--- src/rtl/fc_pkg.sv ---
// Shared constants and state encoding for the FC layer engine.
// Sizes match the 16x4x4 flattened feature map and 32 output neurons.
package fc_pkg;
    localparam int IN_NUM    = 256;
    localparam int OUT_NUM   = 32;
    localparam int FC_DATA_W = 8;
    localparam int FEAT_W    = 8;
    localparam int ACC_W     = 24;
    localparam int ADDR_W    = $clog2(IN_NUM * OUT_NUM);
    localparam int IDX_W     = $clog2(IN_NUM);
    localparam int ONUM_W    = $clog2(OUT_NUM);

    typedef enum logic [1:0] {
        LOAD,
        COMPUTE,
        DRAIN,
        EMIT
    } state_e;
endpackage

--- src/rtl/fc_mac.sv ---
// Signed multiply-accumulate: clear loads the first product,
// enable adds further products; no saturation needed at ACC_W.
module fc_mac
    import fc_pkg::*;
(
    input  logic                        clk,
    input  logic                        rst,
    input  logic                        en_i,
    input  logic                        clr_i,
    input  logic signed [FC_DATA_W-1:0] w_i,
    input  logic signed [FEAT_W-1:0]    f_i,
    output logic signed [ACC_W-1:0]     acc_o
);
    logic signed [FC_DATA_W+FEAT_W-1:0] prod;
    logic signed [ACC_W-1:0]            prod_x;
    logic signed [ACC_W-1:0]            acc_q;
    logic signed [ACC_W-1:0]            acc_d;

    assign prod   = w_i * f_i;
    assign prod_x = ACC_W'(prod);

    // Next accumulator value: overwrite on clear, add otherwise.
    always_comb begin
        acc_d = acc_q;
        if (en_i) begin
            acc_d = clr_i ? prod_x : acc_q + prod_x;
        end
    end

    // Accumulator register.
    always_ff @(posedge clk) begin
        if (rst) begin
            acc_q <= '0;
        end else begin
            acc_q <= acc_d;
        end
    end

    assign acc_o = acc_q;
endmodule

--- src/rtl/fc_layer_engine.sv ---
// FC layer: buffers one feature frame, streams weights from ROM,
// and emits one accumulated result per neuron on a valid/ready port.
module fc_layer_engine
    import fc_pkg::*;
#(
    parameter bit RELU = 1'b0
) (
    input  logic                        clk,
    input  logic                        rst,
    input  logic                        feat_valid,
    input  logic signed [FEAT_W-1:0]    feat_data,
    output logic                        feat_ready,
    output logic [ADDR_W-1:0]           rom_raddr,
    input  logic signed [FC_DATA_W-1:0] rom_dout,
    output logic                        out_valid,
    output logic signed [ACC_W-1:0]     out_data,
    output logic [ONUM_W-1:0]           out_idx,
    input  logic                        out_ready,
    output logic                        busy
);
    localparam logic [IDX_W-1:0]  I_LAST = IDX_W'(IN_NUM - 1);
    localparam logic [ONUM_W-1:0] O_LAST = ONUM_W'(OUT_NUM - 1);

    state_e               state_q, state_d;
    logic [IDX_W-1:0]     f_cnt_q;
    logic [IDX_W-1:0]     i_cnt_q;
    logic [IDX_W-1:0]     i_d_q;
    logic [ONUM_W-1:0]    o_cnt_q;
    logic [ADDR_W-1:0]    raddr_q;
    logic                 mac_v_q;
    logic                 clr_q;
    logic                 feat_ready_q;
    logic                 busy_q;
    logic                 out_valid_q;
    logic signed [FEAT_W-1:0] feat_buf [IN_NUM];
    logic signed [ACC_W-1:0]  acc;

    // Next-state decode for the frame sequencer.
    always_comb begin
        state_d = state_q;
        unique case (state_q)
            LOAD:    if (feat_valid && f_cnt_q == I_LAST) state_d = COMPUTE;
            COMPUTE: if (i_cnt_q == I_LAST) state_d = DRAIN;
            DRAIN:   state_d = EMIT;
            EMIT:    if (out_ready) state_d = (o_cnt_q == O_LAST) ? LOAD : COMPUTE;
            default: state_d = LOAD;
        endcase
    end

    // Sequencer: counters, ROM address, MAC strobes and registered flags.
    always_ff @(posedge clk) begin
        if (rst) begin
            state_q      <= LOAD;
            f_cnt_q      <= '0;
            i_cnt_q      <= '0;
            i_d_q        <= '0;
            o_cnt_q      <= '0;
            raddr_q      <= '0;
            mac_v_q      <= 1'b0;
            clr_q        <= 1'b0;
            feat_ready_q <= 1'b1;
            busy_q       <= 1'b0;
            out_valid_q  <= 1'b0;
        end else begin
            state_q      <= state_d;
            feat_ready_q <= (state_d == LOAD);
            busy_q       <= (state_d != LOAD);
            out_valid_q  <= (state_d == EMIT);
            mac_v_q      <= 1'b0;
            clr_q        <= 1'b0;
            unique case (state_q)
                LOAD: begin
                    if (feat_valid) begin
                        f_cnt_q <= f_cnt_q + 1'b1;
                    end
                end
                COMPUTE: begin
                    mac_v_q <= 1'b1;
                    clr_q   <= (i_cnt_q == '0);
                    i_d_q   <= i_cnt_q;
                    i_cnt_q <= i_cnt_q + 1'b1;
                    raddr_q <= raddr_q + 1'b1;
                end
                DRAIN: begin
                end
                EMIT: begin
                    if (out_ready) begin
                        if (o_cnt_q == O_LAST) begin
                            o_cnt_q <= '0;
                            raddr_q <= '0;
                        end else begin
                            o_cnt_q <= o_cnt_q + 1'b1;
                        end
                    end
                end
                default: begin
                end
            endcase
        end
    end

    // Feature buffer write; contents need no reset.
    always_ff @(posedge clk) begin
        if (state_q == LOAD && feat_valid) begin
            feat_buf[f_cnt_q] <= feat_data;
        end
    end

    fc_mac u_mac (
        .clk   (clk),
        .rst   (rst),
        .en_i  (mac_v_q),
        .clr_i (clr_q),
        .w_i   (rom_dout),
        .f_i   (feat_buf[i_d_q]),
        .acc_o (acc)
    );

    assign feat_ready = feat_ready_q;
    assign busy       = busy_q;
    assign out_valid  = out_valid_q;
    assign out_idx    = o_cnt_q;
    assign rom_raddr  = raddr_q;
    assign out_data   = (RELU && acc[ACC_W-1]) ? '0 : acc;
endmodule

--- config.mk ---
export PLATFORM = sky130hd
export DESIGN_NAME = fc_layer_engine
export DESIGN_NICKNAME = d
export VERILOG_FILES = /design/src/rtl/fc_pkg.sv /design/src/rtl/fc_mac.sv /design/src/rtl/fc_layer_engine.sv
export SDC_FILE = /design/constraint.sdc
export NUM_CORES = 2
export LEC_CHECK = 0
export BUFFER_PORTS_ARGS = -buffer_cell sky130_fd_sc_hd__buf_2
export CORE_UTILIZATION = 25
export DETAILED_ROUTE_END_ITERATION = 8
export SLEW_MARGIN = 20
export SYNTH_ARGS = -nofsm -noshare
export SYNTH_HDL_FRONTEND = slang
export SYNTH_HIERARCHICAL = 1
export SYNTH_SLANG_ARGS = --single-unit
--- constraint.sdc ---
create_clock -name clk -period 15.5 [get_ports clk]
set_input_delay 0.775 -clock clk [delete_from_list [all_inputs] [get_ports clk]]
set_output_delay 0.775 -clock clk [all_outputs]
set_load 0.01 [all_outputs]
# Yosys cells after proc, flatten, opt, wreduce, memory -nomap -nowiden
# Memories as Yosys holds them, arrays and structs flattened. A register that Yosys moved wholly into a read port is not among the register bits.
# Index checks and enable logic that the tools add are counted.
word_totals:
  reg_bits: 73
  ramBits: 2048
  input_bits: 20
  elab_cells: 55
  memories: 1
mem_list:
  columns: ["memory", "words", "word_bits", "rd", "rd_clocked_by_memory_dff", "write_ports", "line", "text"]
  rows:
  - ["feat_buf", 256, 8, 1, 1, 1, "fc_layer_engine.sv:35", "logic signed [FEAT_W-1:0] feat_buf [IN_NUM];"]
op_classes:
  add_sub_neg: 5
  mul: 1
  n_eq_ne: 9
  n_mux: 15
  bitwise: 1
  n_reduce_logical: 11
op_table:
  columns: ["op", "count"]
  rows:
  - ["2-to-1 mux 13 bit", 2]
  - ["case mux 13 bit (2 select lines)", 1]
  - ["adder 24 x 16 -> 24 bit", 1]
  - ["2-to-1 mux 24 bit", 1]
  - ["adder 8 x 1 -> 8 bit (second input constant)", 2]
  - ["== test 8 bit (second input constant)", 2]
  - ["multiplier 8 x 8 -> 16 bit", 1]
  - ["2-to-1 mux 8 bit", 2]
  - ["adder 13 x 1 -> 13 bit (second input constant)", 1]
  - ["logical NOT 8 bit", 1]
  - ["case mux 2 bit (4 select lines)", 1]
  - ["== test 2 bit (second input constant)", 3]
  - ["2-to-1 mux 2 bit", 3]
  - ["adder 5 x 1 -> 5 bit (second input constant)", 1]
  - ["== test 5 bit (second input constant)", 1]
  - ["2-to-1 mux 5 bit", 1]
  - ["logical NOT 2 bit", 2]
  - ["2-to-1 mux 1 bit", 4]
  - ["!= test 2 bit (second input constant)", 2]
  - ["AND reduction 2 bit", 2]
  - ["nonzero test 2 bit", 2]
  - ["AND reduction 3 bit", 1]
  - ["== test 2 x 1 -> 1 bit (second input constant)", 1]
  - ["logical AND 1 bit", 2]
  - ["2 further kinds", 2]

# Logic depth before layout (Yosys ltp)
depth:
  depth_word: 5
  ltp_mapped: 37

# By module
# The synthesis kept the hierarchy.
modules_own_cells:
  columns: ["mod", "instances", "cells_per_inst", "area_each_um2", "seq_area_each_um2"]
  rows:
  - ["fc_layer_engine", 1, 3988, 81812.2, 62640.1]
  - ["fc_mac", 1, 557, 4670.7, 480.5]

# Least setup slack after synthesis
# Ideal clock, no wire load.
synth_path:
  path_type: "register to register"
  from: "register (tool-made name)"
  to: "register u_mac.acc_q[21] (netlist: u_mac/acc_o[21])"
  arrival_ns: 8.025
  required_time_ns: 15.414
  slack_ns: 7.389
  stages_incl_launch_ff: 36
  path_buffers: 6
  synth_period_minus_slack_ns: 8.111
  cell_sequence: "dfxtp_1 buf_6 buf_12 buf_12 buf_8 buf_6 buf_6 mux2i_1 o22ai_1 o21ai_0 a21oi_1 nor3_1 nor4_1 nand2b_1 fa_1 fa_1 inv_1 fa_1 inv_1 fa_1 inv_1 ha_1 a21oi_1 o21bai_1 a2111oi_0 o41ai_1 xor2_1 ha_1 a21o_1 or4_1 o221ai_1 a31oi_1 a311oi_1 xnor2_1 nand2_1 a211oi_1"
synth_rtl:
  columns: ["item", "line", "text"]
  rows:
  - ["end signal: assignment", "fc_mac.sv:33", "acc_q <= '0;"]
  - ["end signal: assignment", "fc_mac.sv:35", "acc_q <= acc_d;"]
  - ["end: declaration", "fc_mac.sv:16", "logic signed [ACC_W-1:0] acc_q;"]

==> run_results.csv <==
group,metric,value,unit
run_status,status,"finished, final reports clean",
setup_path,worst-path-max-fanout,61,
grt,grt_pass1_wl,311000,um
setup_path,critPathRequiredTime,16240,ps
drt,drc,0,
power,total_power,12600,uW
setup_path,crit_arrival,11720,ps
final_layout,nFillCells,33500,
yosys,synth.ff_latch_count,2129,
final_layout,area_growth,13.6,%
sta,finalHoldViolations,0,
setup_path,reg2reg_to,"u_mac/acc_o[21]$_SDFFE_PP0P_",
clock_tree,cts_buffer_depth,3,
sta,finalClockSkew,46.5,ps
drt,drt-total-wl,213000,um
sta,slew_headroom,17.9,%
yosys,syn_area,86500,um^2
place,portBuffers,64,
die,start_util,25.2,%
grt,grt_use_total,12.0,%
final_layout,mostFrequentLayoutCells,"edfxtp_1 (2048), mux4_2 (425), nor2_1 (360)",
die,fp-row-count,215,
grt,grt_util_met2,20.1,%
run,cap_violations,0,
grt,grt_use_met3,2.06,%
final_layout,post_route_cells_drive_above_1_share,19.0,%
clock_tree,cts_root_buf,"clkbuf_16",
drt,ant_nets,0,
die,die_h,590,um
yosys,synthDominantCellAreaShare,71.1,%
place,place_ws,4490,ps
clock_tree,cts_sinks,2129,
setup_path,worst-r2r-cell-count,32,
clock_tree,postCtsHoldBufs,0,
grt,grt_util_met1,15.7,%
sta,period_minus_slack,10980,ps
grt,antenna_found_initial,5,
clock_tree,clkTransAtPathRegs,60,ps
setup_path,worstSetupPathType,"flop to flop",
setup_path,slowest_delay,760,ps
yosys,netlist_top_cells_area,"edfxtp_1 (71%), mux4_2 (11%), dfxtp_1 (1.9%)",
sta,fmax,91.1,MHz
grt,grt_max_degree,142,
die,io_pins,65,
grt,grt_pass1_vias,44700,
sta,fin_crit_sh,70.8,%
final_layout,final_cells,9360,
drt,firstDrtPassIters,6,
place,gp_congestion,0.793,
power,leakage,0.0293,uW
place,hpwl,129000,um
yosys,syn_nets,4684,
clock_tree,insertion_delay,850,ps
grt,grt.busiest_layer,"met2",
yosys,syn_avg_cell_area,19.0,um^2
drt,vias_per_cell,4.67,
yosys,yosysWarnings,6,
drt,num_vias,43700,
die,die_area,348000,um^2
final_layout,final_nets,4769,
clock_tree,post_cts_buffers,0,
yosys,synth_top_area_cell,"edfxtp_1",
die,die_x,590,um
final_layout,layout_commonest_cell,"edfxtp_1",
sta,setup_ws,4520,ps
power,powerDensity,128,nW/um^2
clock_tree,numCtsBuffers,203,
setup_path,start_kind,"flop",
sta,tightest_slew,1230,ps
hold_path,hold_path.class,"primary input to flop",
clock_tree,tritoncts,"done",
sta,tns,0,ps
yosys,synth_ff_type,"edfxtp_1",
yosys,netlist_instances,4545,
setup_path,critPathCapture,"u_mac/acc_o[21]$_SDFFE_PP0P_",
drt,drt_iter0_drc,4667,
yosys,synth-seq-area-share,73.0,%
clock_tree,ctsResizeCount,0,
clock_tree,cts_htree_levels,4,
sta,rsz0062_at_grt,"no",
sta,setup_viol,0,
yosys,synth_cell_types,94,
power,vdd_drop_max,115,uV
yosys,synthArstFlopShare,0,%
setup_path,reg2reg_slack,4520,ps
die,core,344000,um^2
drt,wl_per_cell,22.8,um
setup_path,end_kind,"flop",
sta,slew_violations,0,
yosys,synth_edf_count,2048,
grt,grt_overflow,0,
setup_path,crit_slowest_cell,"dfxtp_4",
place,placedCellCount,8981,
-- logic make-up after synthesis --
group / share of synthesized area, %
AOI/OAI and AO/OA: 4.69
xor gates and xnor gates: 0.515
adders and majority gates: 2.21
buffers and inverters: 2.47
DFF: 73.0
muxes: 13.2
and+or+nand+nor: 3.96
-- report_power, final --
part,internal (uW),switching [uW],total [uW]
clock network,2810,2150,4960
logic,496,832,1330
registers,6300,1.67,6310
total,9610,2980,12600
-- worst max-delay path: cells and delay by family, from the launching register on --
family | cells | cell delay [ps]
AND/OR/NAND/NOR | 5 | 1620
buffers and inverters | 6 | 1240
AO/OA/AOI/OAI | 12 | 3210
XOR/XNOR | 2 | 450
flip-flops | 1 | 760
multiplexers | 1 | 630
adder cells (fa/ha/maj) | 6 | 2710
-- cells in the mapped netlist (12+ instances only) --
| cell | number |
|---|---|
| a211oi_1 | 28 |
| nand4_1 | 12 |
| nand3_1 | 43 |
| o21ai_1 | 12 |
| mux4_1 | 16 |
| nor4_1 | 13 |
| buf_4 | 30 |
| o21ai_0 | 26 |
| mux4_2 | 425 |
| a21oi_1 | 99 |
| dfxtp_1 | 81 |
| nor2b_1 | 25 |
| ha_1 | 63 |
| inv_1 | 104 |
| clkbuf_1 | 104 |
| mux2i_1 | 134 |
| buf_2 | 56 |
| o221ai_1 | 42 |
| nor2_1 | 362 |
| and2_1 | 49 |
| fa_1 | 56 |
| o22ai_1 | 37 |
| edfxtp_1 | 2048 |
| buf_6 | 35 |
| a22oi_1 | 108 |
| nor3_1 | 51 |
| xor2_1 | 20 |
| nand2_1 | 119 |
| a221oi_1 | 40 |
| a22o_1 | 55 |
| xnor2_1 | 29 |
| nand2b_1 | 13 |
-- through the flow --
step	cell area [um^2]	hold slack, ps	utilization [%]
global placement	91600	436	26.7
detailed placement	91600	443	26.7
finish	98300	393	28.6
global route	98300	378	28.6
floorplan	86500	436	-
CTS	98200	375	28.6
-- routing by layer --
metal,routed length (um),vias up
li1,-,18600
met1,87500,23200
met2,105000,1569
met3,14500,297
met4,6230,2
met5,13,-
-- final cells by class --
| class | instances | area, um^2 | area share [%] |
|---|---|---|---|
| multi-input combinational | 2046 | 21300 | 21.7 |
| sequential | 2129 | 63100 | 64.3 |
| clock buffer | 249 | 5330 | 5.42 |
| timing repair buffer | 143 | 1090 | 1.11 |
| antenna | 2 | 5.00 | 0.00509 |
| inverter | 107 | 402 | 0.409 |
| tap | 4557 | 5700 | 5.80 |
| clock inverter | 127 | 1270 | 1.29 |
-- worst min path at each step --
stage / from / to / slack, ps / depth (start not counted)
2_1_floorplan: i_d_q[0]$_SDFFE_PP0P_ / flop / 440 / 2
3_3_place_gp: i_d_q[0]$_SDFFE_PP0P_ / flop / 440 / 2
3_5_place_dp: i_d_q[2]$_SDFFE_PP0P_ / flop / 440 / 2
4_1_cts: feat_data[2] / feat_buf[77][2]$_DFFE_PP_ / 370 / 1
5_1_grt: feat_data[2] / feat_buf[84][2]$_DFFE_PP_ / 380 / 1
6_report: feat_data[2] / feat_buf[84][2]$_DFFE_PP_ / 390 / 1
-- state kept, by name (all words and copies together), names as in the netlist, 2 cells and up, named ones only --
register and count:
feat_buf 2048, u_mac/acc_o 24, rom_raddr 13, f_cnt_q 8
i_cnt_q 8, i_d_q 8, out_idx 5, state_q 2
No activity file was read; power rests on OpenSTA's default activity.
